--- config.mk ---
export PLATFORM = sky130hd
export DESIGN_NAME = xc_tx_arbiter
export DESIGN_NICKNAME = d
export VERILOG_FILES = /design/src/rtl/xc_tx_arbiter.sv
export SDC_FILE = /design/constraint.sdc
export NUM_CORES = 1
export LEC_CHECK = 0
export CORE_UTILIZATION = 30
export DETAILED_ROUTE_END_ITERATION = 12
export SETUP_SLACK_MARGIN = 0.15
export SLEW_MARGIN = 25
export SYNTH_ARGS = -nofsm -noshare
export SYNTH_HDL_FRONTEND = slang
export SYNTH_SLANG_ARGS = --single-unit
--- constraint.sdc ---
create_clock -name clki -period 8.14 [get_ports clki]
set_input_delay 0.814 -clock clki [delete_from_list [all_inputs] [get_ports clki]]
set_output_delay 0.814 -clock clki [all_outputs]
set_load 0.02 [all_outputs]
--- src/rtl/xc_tx_arbiter.sv ---
// xc_tx_arbiter
// Round-robin arbiter that shares the UART transmitter between NUM_REQ packet
// sources. The grant is held for a whole packet. Each word is paced against the
// UART busy flag. A packet whose source stalls mid-packet for STALL_TIMEOUT
// cycles is aborted.
//
// Ports:
//   clki       system clock
//   reset      synchronous, active-high reset
//   enable     gates new grants only; a packet in progress always completes
//   req_valid  per-source "word ready"
//   req_data   per-source word, source i at [i*WORD_WIDTH +: WORD_WIDTH]
//   req_last   per-source "current word ends the packet"
//   req_ack    pop strobe to the granted source, coincident with tx_start
//   grant      one-hot owner of the transmitter, zero when idle
//   tx_data    registered word presented to the UART
//   tx_start   start strobe to the UART (combinational)
//   tx_busy    UART shifting flag
//   pkt_done   pulse when a packet ends on its last word
//   pkt_abort  pulse when a packet is dropped after a stall timeout
module xc_tx_arbiter #(
  parameter int NUM_REQ       = 8,
  parameter int WORD_WIDTH    = 8,
  parameter int STALL_TIMEOUT = 1024
) (
  input  logic                          clki,
  input  logic                          reset,
  input  logic                          enable,
  input  logic [NUM_REQ-1:0]            req_valid,
  input  logic [NUM_REQ*WORD_WIDTH-1:0] req_data,
  input  logic [NUM_REQ-1:0]            req_last,
  output logic [NUM_REQ-1:0]            req_ack,
  output logic [NUM_REQ-1:0]            grant,
  output logic [WORD_WIDTH-1:0]         tx_data,
  output logic                          tx_start,
  input  logic                          tx_busy,
  output logic                          pkt_done,
  output logic                          pkt_abort
);

  localparam int PTR_W = (NUM_REQ > 1) ? $clog2(NUM_REQ) : 1;
  localparam int CNT_W = $clog2(STALL_TIMEOUT);
  localparam logic [PTR_W-1:0] LAST_IDX    = PTR_W'(NUM_REQ - 1);
  localparam logic [CNT_W-1:0] STALL_LIMIT = CNT_W'(STALL_TIMEOUT - 1);

  typedef enum logic [1:0] {
    ST_IDLE,
    ST_SEND,
    ST_WAIT_HI,
    ST_WAIT_LO
  } state_t;

  state_t                state_reg;
  logic [NUM_REQ-1:0]    grant_reg;
  logic [PTR_W-1:0]      gidx_reg;
  logic [PTR_W-1:0]      rr_ptr_reg;
  logic [CNT_W-1:0]      stall_cnt_reg;
  logic                  wait_cnt_reg;
  logic                  last_q_reg;
  logic [WORD_WIDTH-1:0] tx_data_reg;
  logic                  pkt_done_reg;
  logic                  pkt_abort_reg;

  // Unpack the flat data bus into one word per source.
  logic [WORD_WIDTH-1:0] req_word [NUM_REQ];
  genvar gi;
  generate
    for (gi = 0; gi < NUM_REQ; gi++) begin : g_unpack
      assign req_word[gi] = req_data[gi*WORD_WIDTH +: WORD_WIDTH];
    end
  endgenerate

  // Round-robin pick: the first valid source at or after rr_ptr, wrapping.
  // The wrap is an explicit compare so that NUM_REQ need not be a power of two.
  logic             sel_found;
  logic [PTR_W-1:0] sel_idx;
  always_comb begin
    int               cand;
    logic [PTR_W-1:0] cand_idx;
    sel_found = 1'b0;
    sel_idx   = '0;
    cand      = 0;
    cand_idx  = '0;
    for (int k = 0; k < NUM_REQ; k++) begin
      cand = int'(rr_ptr_reg) + k;
      if (cand >= NUM_REQ) begin
        cand = cand - NUM_REQ;
      end
      cand_idx = PTR_W'(cand);
      if (!sel_found && req_valid[cand_idx]) begin
        sel_found = 1'b1;
        sel_idx   = cand_idx;
      end
    end
  end

  // The source after the current owner gets top priority next time.
  logic [PTR_W-1:0] next_ptr;
  assign next_ptr = (gidx_reg == LAST_IDX) ? '0 : gidx_reg + 1'b1;

  // Start a word as soon as the owner has data and the UART is idle. This is
  // suppressed during reset so that a reset mid-packet never emits a strobe.
  logic fire;
  assign fire = !reset && (state_reg == ST_SEND) && req_valid[gidx_reg] && !tx_busy;

  assign tx_start  = fire;
  assign req_ack   = fire ? grant_reg : '0;
  assign grant     = grant_reg;
  assign tx_data   = tx_data_reg;
  assign pkt_done  = pkt_done_reg;
  assign pkt_abort = pkt_abort_reg;

  always_ff @(posedge clki) begin
    if (reset) begin
      state_reg     <= ST_IDLE;
      grant_reg     <= '0;
      gidx_reg      <= '0;
      rr_ptr_reg    <= '0;
      stall_cnt_reg <= '0;
      wait_cnt_reg  <= 1'b0;
      last_q_reg    <= 1'b0;
      tx_data_reg   <= '0;
      pkt_done_reg  <= 1'b0;
      pkt_abort_reg <= 1'b0;
    end else begin
      pkt_done_reg  <= 1'b0;
      pkt_abort_reg <= 1'b0;
      case (state_reg)
        ST_IDLE: begin
          if (enable && sel_found) begin
            grant_reg     <= NUM_REQ'(1) << sel_idx;
            gidx_reg      <= sel_idx;
            stall_cnt_reg <= '0;
            state_reg     <= ST_SEND;
          end
        end
        ST_SEND: begin
          if (fire) begin
            // The UART latches tx_data after the start strobe. The word is
            // held here until the next word is started.
            tx_data_reg   <= req_word[gidx_reg];
            last_q_reg    <= req_last[gidx_reg];
            stall_cnt_reg <= '0;
            wait_cnt_reg  <= 1'b0;
            state_reg     <= ST_WAIT_HI;
          end else if (!req_valid[gidx_reg]) begin
            if (stall_cnt_reg == STALL_LIMIT) begin
              pkt_abort_reg <= 1'b1;
              grant_reg     <= '0;
              rr_ptr_reg    <= next_ptr;
              state_reg     <= ST_IDLE;
            end else begin
              stall_cnt_reg <= stall_cnt_reg + 1'b1;
            end
          end
        end
        ST_WAIT_HI: begin
          // Busy may never show if the UART swallowed the word at once. Give
          // up after two cycles and let WAIT_LO see the idle flag.
          if (tx_busy || wait_cnt_reg) begin
            state_reg <= ST_WAIT_LO;
          end else begin
            wait_cnt_reg <= 1'b1;
          end
        end
        ST_WAIT_LO: begin
          if (!tx_busy) begin
            if (last_q_reg) begin
              pkt_done_reg <= 1'b1;
              grant_reg    <= '0;
              rr_ptr_reg   <= next_ptr;
              state_reg    <= ST_IDLE;
            end else begin
              state_reg <= ST_SEND;
            end
          end
        end
        default: begin
          state_reg <= ST_IDLE;
        end
      endcase
    end
  end

endmodule

# Yosys cells after proc, flatten, opt, wreduce, memory -nomap -nowiden

Index checks and enable logic that the tools add are counted.
Widths: inputs -> output; s select.

Output and inout port bits: 27
Flip-flop bits (word level): 38
Input port bits: 84
Word-level logic and storage cells: 181

Reductions and logical operators: 35
Add/subtract/negate cells: 17
Order comparisons: 18
Mux-type cells: 80
Shift-type cells: 1
Eq/ne operators: 17
Bitwise operators: 3

Operators by type and width:

| cell                  | count |
|---|---|
| $mux 8                | 9 |
| $mux 3                | 22 |
| $mux 10               | 4 |
| $lt 3x4->1 const B    | 9 |
| $ge 4x4->1 const B    | 8 |
| $bmux 1 s3            | 10 |
| $bmux 8 s3            | 1 |
| $pmux 8 s3            | 1 |
| $sub 3x1->3 const B   | 8 |
| $mux 1                | 23 |
| $pmux 10 s2           | 1 |
| $add 3x3->4 const B   | 4 |
| $ne 2x2->1 const B    | 8 |
| $mux 2                | 6 |
| $logic_and 1x1->1     | 11 |
| $add 10x1->10 const B | 1 |
| $eq 10x10->1 const B  | 1 |
| $logic_not 1->1       | 9 |
| $add 3x2->4 const B   | 2 |
| $pmux 2 s4            | 1 |
| $shl 1x3->8 const A   | 1 |
| $reduce_and 7->1      | 1 |
| $ne 3x3->1 const B    | 2 |
| $pmux 3 s2            | 1 |
| 22 further kinds      | 27 |

# Longest topological paths before layout

Depth after elaboration: 29
Depth in mapped cells: 14
Mapped depth without buffers: 11

# Worst setup path before layout

No wires, ideal clock.

Kind: input-to-output
Start: input req_valid[5]
End: output tx_start
Slack: 5.083 ns
Buffers on the path: 2
Data required time: 7.326 ns
Stages on the path: 5
Arrival time: 2.243 ns
Cell sequence: mux4_2 > mux2i_1 > nor4_1 > clkbuf_1 > clkbuf_1

Cells in the longest elaborated chain, start to end: 4

Ends and longest elaborated chain:

| what                           | line | text |
|---|---|---|
| start: declaration             | 29   | `input logic [NUM_REQ-1:0] req_valid,` |
| $bmux 1 s3                     | 104  | `assign fire = !reset && (state_reg == ST_SEND) && req_valid[gidx_reg] && !tx_busy;` |
| $mux 1 (implied by the code)   | 104  |  |
| $logic_and 1x1->1 (2 in a row) | 104  |  |
| end: declaration               | 35   | `output logic tx_start,` |

No other way between the ends. The select of a mux whose other input is x is not followed.

# Worst setup path after layout

Start: input reset
End: output req_ack[4]

Cells in the longest elaborated chain, start to end: 5

Ends and longest elaborated chain:

| what                           | line | text |
|---|---|---|
| start: declaration             | 27   | `input logic reset,` |
| $logic_not 1->1                | 104  |  |
| $logic_and 1x1->1 (3 in a row) | 104  |  |
| $mux 8                         | 107  | `assign req_ack = fire ? grant_reg : '0;` |
| end: declaration               | 32   | `output logic [NUM_REQ-1:0] req_ack,` |

No other way between the ends.

==> out/metrics.yaml <==
clock_network:
  cts_inserted_buffers: 5
  cts_tree: "built"
  cts_buffer_depth: 2
  post_cts_resized: 0
  clkLatencyLatePin_ns: 0.29
  cts-hold-fix-buffers: 0
  clk_pin_slew_ns: 0.08
  h-tree-depth: 2
  cts_root_buffer: "clkbuf_8"
  cts_sinks: 38
  post_cts_buffers: 0
floorplanning:
  io_pins: 111
  die_x_um: 103
  die_area_um2: 10600
  die_h_um: 103
  initial_core_util_pct: 31.1
  core_area_um2: 9860
  fp-row-count: 36
route:
  dr_total_vias: 2900
  post_drt_via_cell_ratio: 5.22
  wirelength_um: 8210
  wl_per_cell_um: 14.8
  drc: 0
  dr.pass1.iters: 4
  drt_iter0_markers: 122
  antenna_left: 0
setup_path:
  reg2reg_from: "rr_ptr_reg[1]"
  slowest_stage: "clkdlybuf4s50_1"
  worstSetupPathType: "in2out"
  cp_cell_sequence: "clkdlybuf4s50_1, nor4_2, buf_4, and2_1, clkdlybuf4s50_1"
  reg2reg_to: "grant[3]"
  cp_max_fo: 26
  path_common_cell: "clkdlybuf4s50_1"
  start_kind: "input pin"
  crit_start: "reset"
  cp_data_arrival_time_ns: 3.67
  r2r_setup_slack_ns: 3.91
  required_ns: 7.33
  slowest_delay_ns: 0.91
  r2r_cells: 11
  end_kind: "output pin"
  endpoint: "req_ack[4]"
timing:
  relSlewSlack_pct: 33.4
  fin_skew_ns: 0.00925
  rsz0062_at_grt: "false"
  tightest_slew_ns: 0.996
  slew_viol_final: 0
  finalHoldViolations: 0
  finalSetupViolCount: 0
  max_freq_mhz: 223
  period_share_pct: 55.1
  final.setup.tns_ns: 0
  fin_ws_ns: 3.65
  finalCriticalPeriod_ns: 4.49
yosys:
  netlist_area_um2: 3070
  synth_cell_types: 59
  synthFlopType: "dfxtp_1"
  synth_edf_count: 0
  synth_warnings: 0
  synth-async-reset-ratio_pct: 0
  synth_fp_nets: 411
  syn_inst: 322
  synth-seq-cells: 38
  postSynthAreaPerCell_um2: 9.54
  synth_seq_area_share_pct: 24.8
power:
  p_leak_nw: 1.49
  vdd_drop_max_mv: 0.0784
  p_total_uw: 516
  powerDensity_nw_per_um2: 117
layout:
  final_nets: 511
  layout_common_cells: "clkdlybuf4s50_1 (110), nor2_1 (38), dfxtp_1 (38)"
  area_growth_pct: 43.4
  drive_above_1_share_pct: 14.4
  regArea_um2: 761
  multiInputGateArea_um2: 2180
  layout_commonest_cell: "clkdlybuf4s50_1"
  largest_reg_flops: 10
  nFillCells: 930
  antenna_cells: 0
global_route:
  grt_use_total_pct: 16.7
  grt_max_degree: 27
  grt_pass1_vias: 2959
  overflow: 0
  antenna_found_initial: 0
  grt_pass1_wl_um: 14000
place:
  gp_congestion: 0.794
  portBuffers: 110
  place_ws_ns: 3.61
  dp_hpwl_um: 6580
worst_hold_path:
  hold_path_class: "reg2reg"
job:
  cap_violations: 0
run_status:
  status: "finished clean"
## synthesized netlist by cell type, types with 8 or more instances
| cell type | n | share of area (%) |
|---|---|---|
| a211oi_1 | 10 | 2.4 |
| a21oi_1 | 11 | 1.8 |
| and2_1 | 12 | 2.4 |
| clkbuf_1 | 10 | 1.2 |
| dfxtp_1 | 38 | 25 |
| inv_1 | 8 | 0.98 |
| mux2i_1 | 28 | 9.1 |
| mux4_2 | 26 | 19 |
| nand2_1 | 21 | 2.6 |
| nand3_1 | 9 | 1.5 |
| nor2_1 | 38 | 4.6 |
| o21ai_0 | 12 | 2.0 |
| xor2_1 | 9 | 2.6 |
## cells by family (layout without fill, tap and decap cells)
family	after synthesis	count (layout)	share of synthesized area (%)
simple gates	108	108	17.1
compound gates	73	73	18.3
mux	59	59	30.6
flops	38	38	24.8
buf+inv	29	130	4.32
xor+xnor	10	10	2.85
fa+ha+maj	5	5	2.04
## through the flow
stage	util [%]	cells	hold slack [ns]	instance area, um^2
after floorplan	-	322	0.448	3070
after global placement	43.2	548	0.453	4260
after detailed placement	43.2	548	0.463	4260
after CTS	44.6	556	0.474	4400
after global routing	44.6	556	0.486	4400
final	44.6	556	0.468	4400
## how the worst min path moves through the flow
stage / slack (ns) / cells after the start / to / startpoint
floorplan: 0.45 / 2 / pkt_done / last_q_reg
global placement: 0.45 / 2 / grant[7] / grant[7]
detailed placement: 0.46 / 2 / grant[7] / grant[7]
CTS: 0.47 / 2 / grant[7] / grant[7]
global route: 0.49 / 2 / grant[7] / grant[7]
finish: 0.47 / 2 / grant[7] / grant[7]
## layer usage
| metal | global-route usage (%) | share of wire, % | vias to the layer above |
|---|---|---|---|
| met2 | 30.4 | 49 | 123 |
| met3 | 3.59 | 6.8 | 6 |
| li1 | - | - | 1424 |
| met4 | 3.14 | 1.0 | 0 |
| met5 | 0 | 0 | - |
| met1 | 20.3 | 43 | 1347 |
## critical path, delay by kind of cell
kind	cells	cell delay, ns
buf+inv	3	1.88
simple gates	2	0.96
## where the power goes
group	switching, mW	internal (mW)
combinational	0.0509	0.0741
clock	0.0705	0.123
sequential	0.00664	0.191
## area by class of cell
| type | count | area share [%] |
|---|---|---|
| Clock inverter | 3 | 1.56 |
| Timing Repair Buffer | 112 | 25.4 |
| Multi-Input combinational cell | 255 | 49.6 |
| Inverter | 10 | 0.853 |
| Tap cell | 133 | 3.78 |
| Clock buffer | 5 | 1.56 |
| Sequential cell | 38 | 17.3 |
(Power assumes the default switching activity.)
==> variant 1 (same flow settings) <==
Set the parameter `NUM_REQ` to 4 (it was 8).
--- a/src/rtl/xc_tx_arbiter.sv
+++ b/src/rtl/xc_tx_arbiter.sv
@@ -19,7 +19,7 @@
 //   pkt_done   pulse when a packet ends on its last word
 //   pkt_abort  pulse when a packet is dropped after a stall timeout
 module xc_tx_arbiter #(
-  parameter int NUM_REQ       = 8,
+  parameter int NUM_REQ       = 4,
   parameter int WORD_WIDTH    = 8,
   parameter int STALL_TIMEOUT = 1024
 ) (
Ports: changed (5 resized); port bits go from 111 to 63. The function was not compared with the original's and may differ.
==> variant 1 against the unedited design <==
- design area shrank 42%
- synthesized cell count shrank 37%
- maximum frequency grew 8.6%
- non-clock buffer count shrank 49
- die area shrank 41%
- worst setup slack gained 350 ps
- power shrank 28%
- core utilization grew 0.67 points
- wire length shrank 44%
- area after synthesis shrank 42%
- worst hold slack lost 11 ps
- sequential cell count shrank 6
- via count shrank 42%
- largest cell class unchanged
- largest power group unchanged
==> variant 1: results (changes against the unedited design) <==
stage,metric,value,unit,change
finish,drive_above_1_share,0.08397,,-0.06024
synthesis,synthTopCellsByCount,"dfxtp_1, nand2_1, a21oi_1",,
clock_tree,htreeDepth,2,,unchanged
synthesis,ys_seq_area_frac,0.3580,,+0.1103
setup_path,slowest_stage,mux4_2,,
clock_tree,cts_root_buf,clkbuf_8,,
clock_tree,clk_pin_slew,60,ps,-20 ps
worst_hold_path,min_to,tx_data[3]$_SDFFE_PP0P_,,
clock_tree,cts_made_buffers,5,,unchanged
synthesis,ys_types,40,,-32%
setup_path,path_delay_family,buffers and inverters,,
setup_path,r2r_setup_slack,5260,ps,+1350 ps
grt,grtUsageTotal,0.1603,,-0.006798
clock_tree,post_cts_buffers,0,,unchanged
synthesis,yosysWarnings,0,,unchanged
placement,gp_congestion,0.8065,,+1.6%
pwr,power.leakage,0.8817,nW,-41%
routing,drtIter0Drc,86,,-30%
setup_path,r2r_start,gidx_reg[0]$_SDFFE_PP0P_,,
sta,slew_headroom,0.5258,,+0.1921
setup_path,cp.arrival,3320,ps,-350 ps
finish,largest_reg_flops,10,,unchanged
grt,grt_pass1_vias,1526,,-48%
clock_tree,cts_resized,0,,unchanged
synthesis,syn-num-nets,249,,-39%
routing,post_drt_via_cell_ratio,5.018,,-3.8%
status,status,completed,,
finish,final_net_count,308,,-40%
worst_hold_path,hp-start,tx_data[3]$_SDFFE_PP0P_,,
setup_path,reg2reg_to,stall_cnt_reg[6]$_SDFFE_PP0P_,,
grt,grt_pass1_wl,7.728,mm,-45%
setup_path,crit_path_max_incr_delay,610,ps,-300 ps
synthesis,synth_area_leaders,"dfxtp_1, mux4_2, a21oi_1",,
synthesis,async_reset_ff_frac,0,,unchanged
sta,skew,5.646,ps,-3.603 ps
setup_path,cp_max_fo,14,,-46%
pwr,power.switching,0.09315,mW,-27%
placement,portBuffers,62,,-44%
pwr,irDropWorstVdd,0.00006290,V,-20%
setup_path,rr_worst_depth,5,,-6
routing,drt-wirelength-per-cell,13.89,um,-6.0%
placement,place_hpwl,3.577,mm,-46%
worst_hold_path,hold_depth,2,,unchanged
grt,grt_max_degree,29,,+7.4%
-- variant 1: worst max path at each step --
stage / start / end / slack [ps] / cells after the start
finish: req_valid[2] / req_ack[3] / 4010 / 6
global route: req_valid[2] / req_ack[0] / 3840 / 6
CTS: req_valid[0] / req_ack[3] / 4010 / 6
detailed placement: req_valid[0] / req_ack[3] / 4010 / 6
global placement: req_valid[0] / req_ack[3] / 4060 / 6
floorplan: reset / tx_start / 5360 / 5
-- variant 1: through the flow --
step	util	hold slack [ps]	std cells	area, um2	setup WS (ps)
5_1_grt	0.4529	477.1	334	2555	3835
3_3_place_gp	0.4358	443.4	327	2459	4063
2_1_floorplan	-	439.7	203	1789	5356
3_5_place_dp	0.4358	449.2	327	2459	4008
4_1_cts	0.4529	457.6	334	2555	4007
6_report	0.4529	456.6	334	2555	4010
-- variant 1: cells by family after synthesis --
group / synth area share
buffers and inverters: 0.04196
AND/OR/NAND/NOR: 0.2503
adder cells (fa/ha/maj): 0.01398
XOR/XNOR: 0.01469
multiplexers: 0.1713
AO/OA/AOI/OAI: 0.1497
flip-flops: 0.3580
-- variant 1: power by group through the flow --
stage          registers [mW]  logic, mW  clock network [mW]
6_report                0.168     0.0703               0.132
3_3_place_gp            0.171     0.0699                   0
5_1_grt                 0.169     0.0761               0.141
2_1_floorplan           0.169     0.0409                   0
3_5_place_dp            0.171     0.0700                   0
4_1_cts                 0.168     0.0703               0.135
-- variant 1: area by class of cell --
| type | instances | area, um2 |
|---|---|---|
| Inverter | 7 | 26.28 |
| Multi-Input combinational cell | 153 | 1074 |
| Tap cell | 72 | 90.09 |
| Fill cell | 559 | 3087 |
| Clock buffer | 7 | 96.34 |
| Timing Repair Buffer | 63 | 628.1 |
| Sequential cell | 32 | 640.6 |
-- variant 1: routing by layer --
| metal | global-route usage | up-vias | share of wire |
|---|---|---|---|
| met5 | 0 | - | 0 |
| met4 | 0.05636 | 0 | 0.021 |
| met3 | 0.03218 | 7 | 0.034 |
| met2 | 0.2362 | 38 | 0.44 |
| met1 | 0.2295 | 779 | 0.50 |
| li1 | - | 852 | - |
-- variant 1: tightest hold or removal path: stages (launching register included) --
cell,delay (ps)
dfxtp_1,310
nand2_1,50
a21oi_1,50
==> variant 2 (same flow settings) <==
Made on the original files. The 4 states of `state_t` get a one-hot encoding in 4 bits.
--- a/src/rtl/xc_tx_arbiter.sv
+++ b/src/rtl/xc_tx_arbiter.sv
@@ -43,11 +43,11 @@
   localparam logic [PTR_W-1:0] LAST_IDX    = PTR_W'(NUM_REQ - 1);
   localparam logic [CNT_W-1:0] STALL_LIMIT = CNT_W'(STALL_TIMEOUT - 1);
 
-  typedef enum logic [1:0] {
-    ST_IDLE,
-    ST_SEND,
-    ST_WAIT_HI,
-    ST_WAIT_LO
+  typedef enum logic [3:0] {
+    ST_IDLE    = 4'b0001,
+    ST_SEND    = 4'b0010,
+    ST_WAIT_HI = 4'b0100,
+    ST_WAIT_LO = 4'b1000
   } state_t;
 
   state_t                state_reg;
Behaviour: same outputs for any inputs over 4 cycles, from zero or initial values and one cycle with reset high; so few cycles prove little.
==> variant 2 against the unedited design <==
- synthesized cell count grew 8.1%
- critical path depth up 5
- worst setup slack improved by 13 ps
- first-iteration DRC count rose by 89%
- sequential cell count rose by 2
- wire length up 15%
- area after synthesis increased by 7.4%
- critical path type is now register to register
- die area increased by 7.2%
- via count grew 9.9%
- combinational power grew 40%
- largest power group unchanged
- power up 8.1%
- critical endpoint is now grant[2]$_SDFFE_PP0P_
- design area rose by 4.8%
- worst hold slack hardly changed
==> variant 2: results (changes against the unedited design) <==
stage,metric,value,unit,change
finish,drive_above_1_share,0.1298,,-0.01445
clock_tree,cts_root_buf,clkbuf_8,,
grt,grt_max_degree,33,,+22%
finish,final_net_count,535,,+4.7%
setup_path,cp.arrival,4670,ps,+1000 ps
grt,grt_pass1_vias,3008,,+1.7%
routing,wl_met1,4.221,mm,+20%
synthesis,yosys.area_share.adder,0.01898,,-0.001400
routing,routed-wl-met2,4.617,mm,+14%
pwr,irDropWorstVdd,0.00007064,V,-9.9%
synthesis,ys_seq_area_frac,0.2429,,-0.004875
routing,drtIter0Drc,230,,+89%
worst_hold_path,min_path_type,register to register,,
grt,groute.layer.met2.usage,0.2760,,-0.02807
grt,grtUsageMet3,0.02857,,-0.007361
sta,skew,8.614,ps,-0.6351 ps
pwr,pwr-share-seq,0.387,,+0.004
grt,grtUsageMet1,0.2202,,+0.01705
placement,gp_congestion,0.8285,,+4.3%
placement,place_hpwl,7.404,mm,+13%
grt,grtUsageTotal,0.1649,,-0.002184
placement,place_ws,3670,ps,+64.25 ps
pwr,power_switching_share,0.2965,,+0.04818
worst_hold_path,hold_depth,1,,-1
status,status,completed,,
setup_path,rr_worst_depth,10,,-1
grt,grt_pass1_wl,15.07,mm,+7.9%
sta,slew_headroom,0.3161,,-0.01758
pwr,power.internal,0.3921,mW,+1.2%
synthesis,yosys-mux-area-fraction,0.2987,,-0.007359
routing,drt-wirelength-per-cell,16.25,um,+10%
routing,via_count,3187,,+9.9%
synthesis,ys_types,62,,+5.1%
synthesis,synth_area_leaders,"dfxtp_1, mux4_2, mux2i_1",,
finish,fillCellCount,1003,,+7.8%
synthesis,synthXorXnorAreaFrac,0.02391,,-0.004616
clock_tree,clk_pin_slew,90,ps,
routing,met3_length,491,um,-12%
pwr,power.leakage,1.521,nW,+1.8%
setup_path,cp_max_fo,20,,-23%
## variant 2: cell types whose count changed after synthesis, moves of 4 or more
cell	before	now
xor2_1	9	5
mux4_2	26	31
clkbuf_1	10	14
o2bb2ai_1	0	4
nand2b_1	2	6
a21oi_1	11	20
nand3b_1	0	4
a211oi_1	10	15
## variant 2: layout make-up
class                   instances  area, um2  share of cell area
repair buffers                113       1124              0.2436
multi-input cells             278       2374              0.5145
flip-flops and latches         40      800.8              0.1736
clock buffers                   5      68.82             0.01492
inverters                       8      30.03            0.006509
clock inverters                 3      46.29             0.01004
well taps                     136      170.2             0.03689
## variant 2: worst max-delay path, cell delays in order (launching register included)
cell and delay [ps]:
dfxtp_1 910, inv_1 210, ha_1 710, mux4_2 670, a211oi_1 360, a32o_1 260
and3b_1 350, a221oi_1 160, a31oi_2 380, inv_1 100, a32o_1 270
## variant 2: path summary, 6_finish.rpt
path	from	end	slack (ps)
min reg2reg	stall_cnt_reg[9]$_SDFFE_PP0P_	stall_cnt_reg[9]$_SDFFE_PP0P_	470
min	stall_cnt_reg[9]$_SDFFE_PP0P_	stall_cnt_reg[9]$_SDFFE_PP0P_	470
max reg2reg	rr_ptr_reg[0]$_SDFFE_PP0P_	grant[2]$_SDFFE_PP0P_	3670
max	rr_ptr_reg[0]$_SDFFE_PP0P_	grant[2]$_SDFFE_PP0P_	3670
## variant 2: per-stage QoR
| step | instances | area (um2) | util |
|---|---|---|---|
| floorplan | 348 | 3297 | - |
| global placement | 575 | 4498 | 0.4280 |
| detailed placement | 575 | 4498 | 0.4280 |
| CTS | 583 | 4613 | 0.4390 |
| global route | 583 | 4613 | 0.4390 |
| finish | 583 | 4613 | 0.4390 |
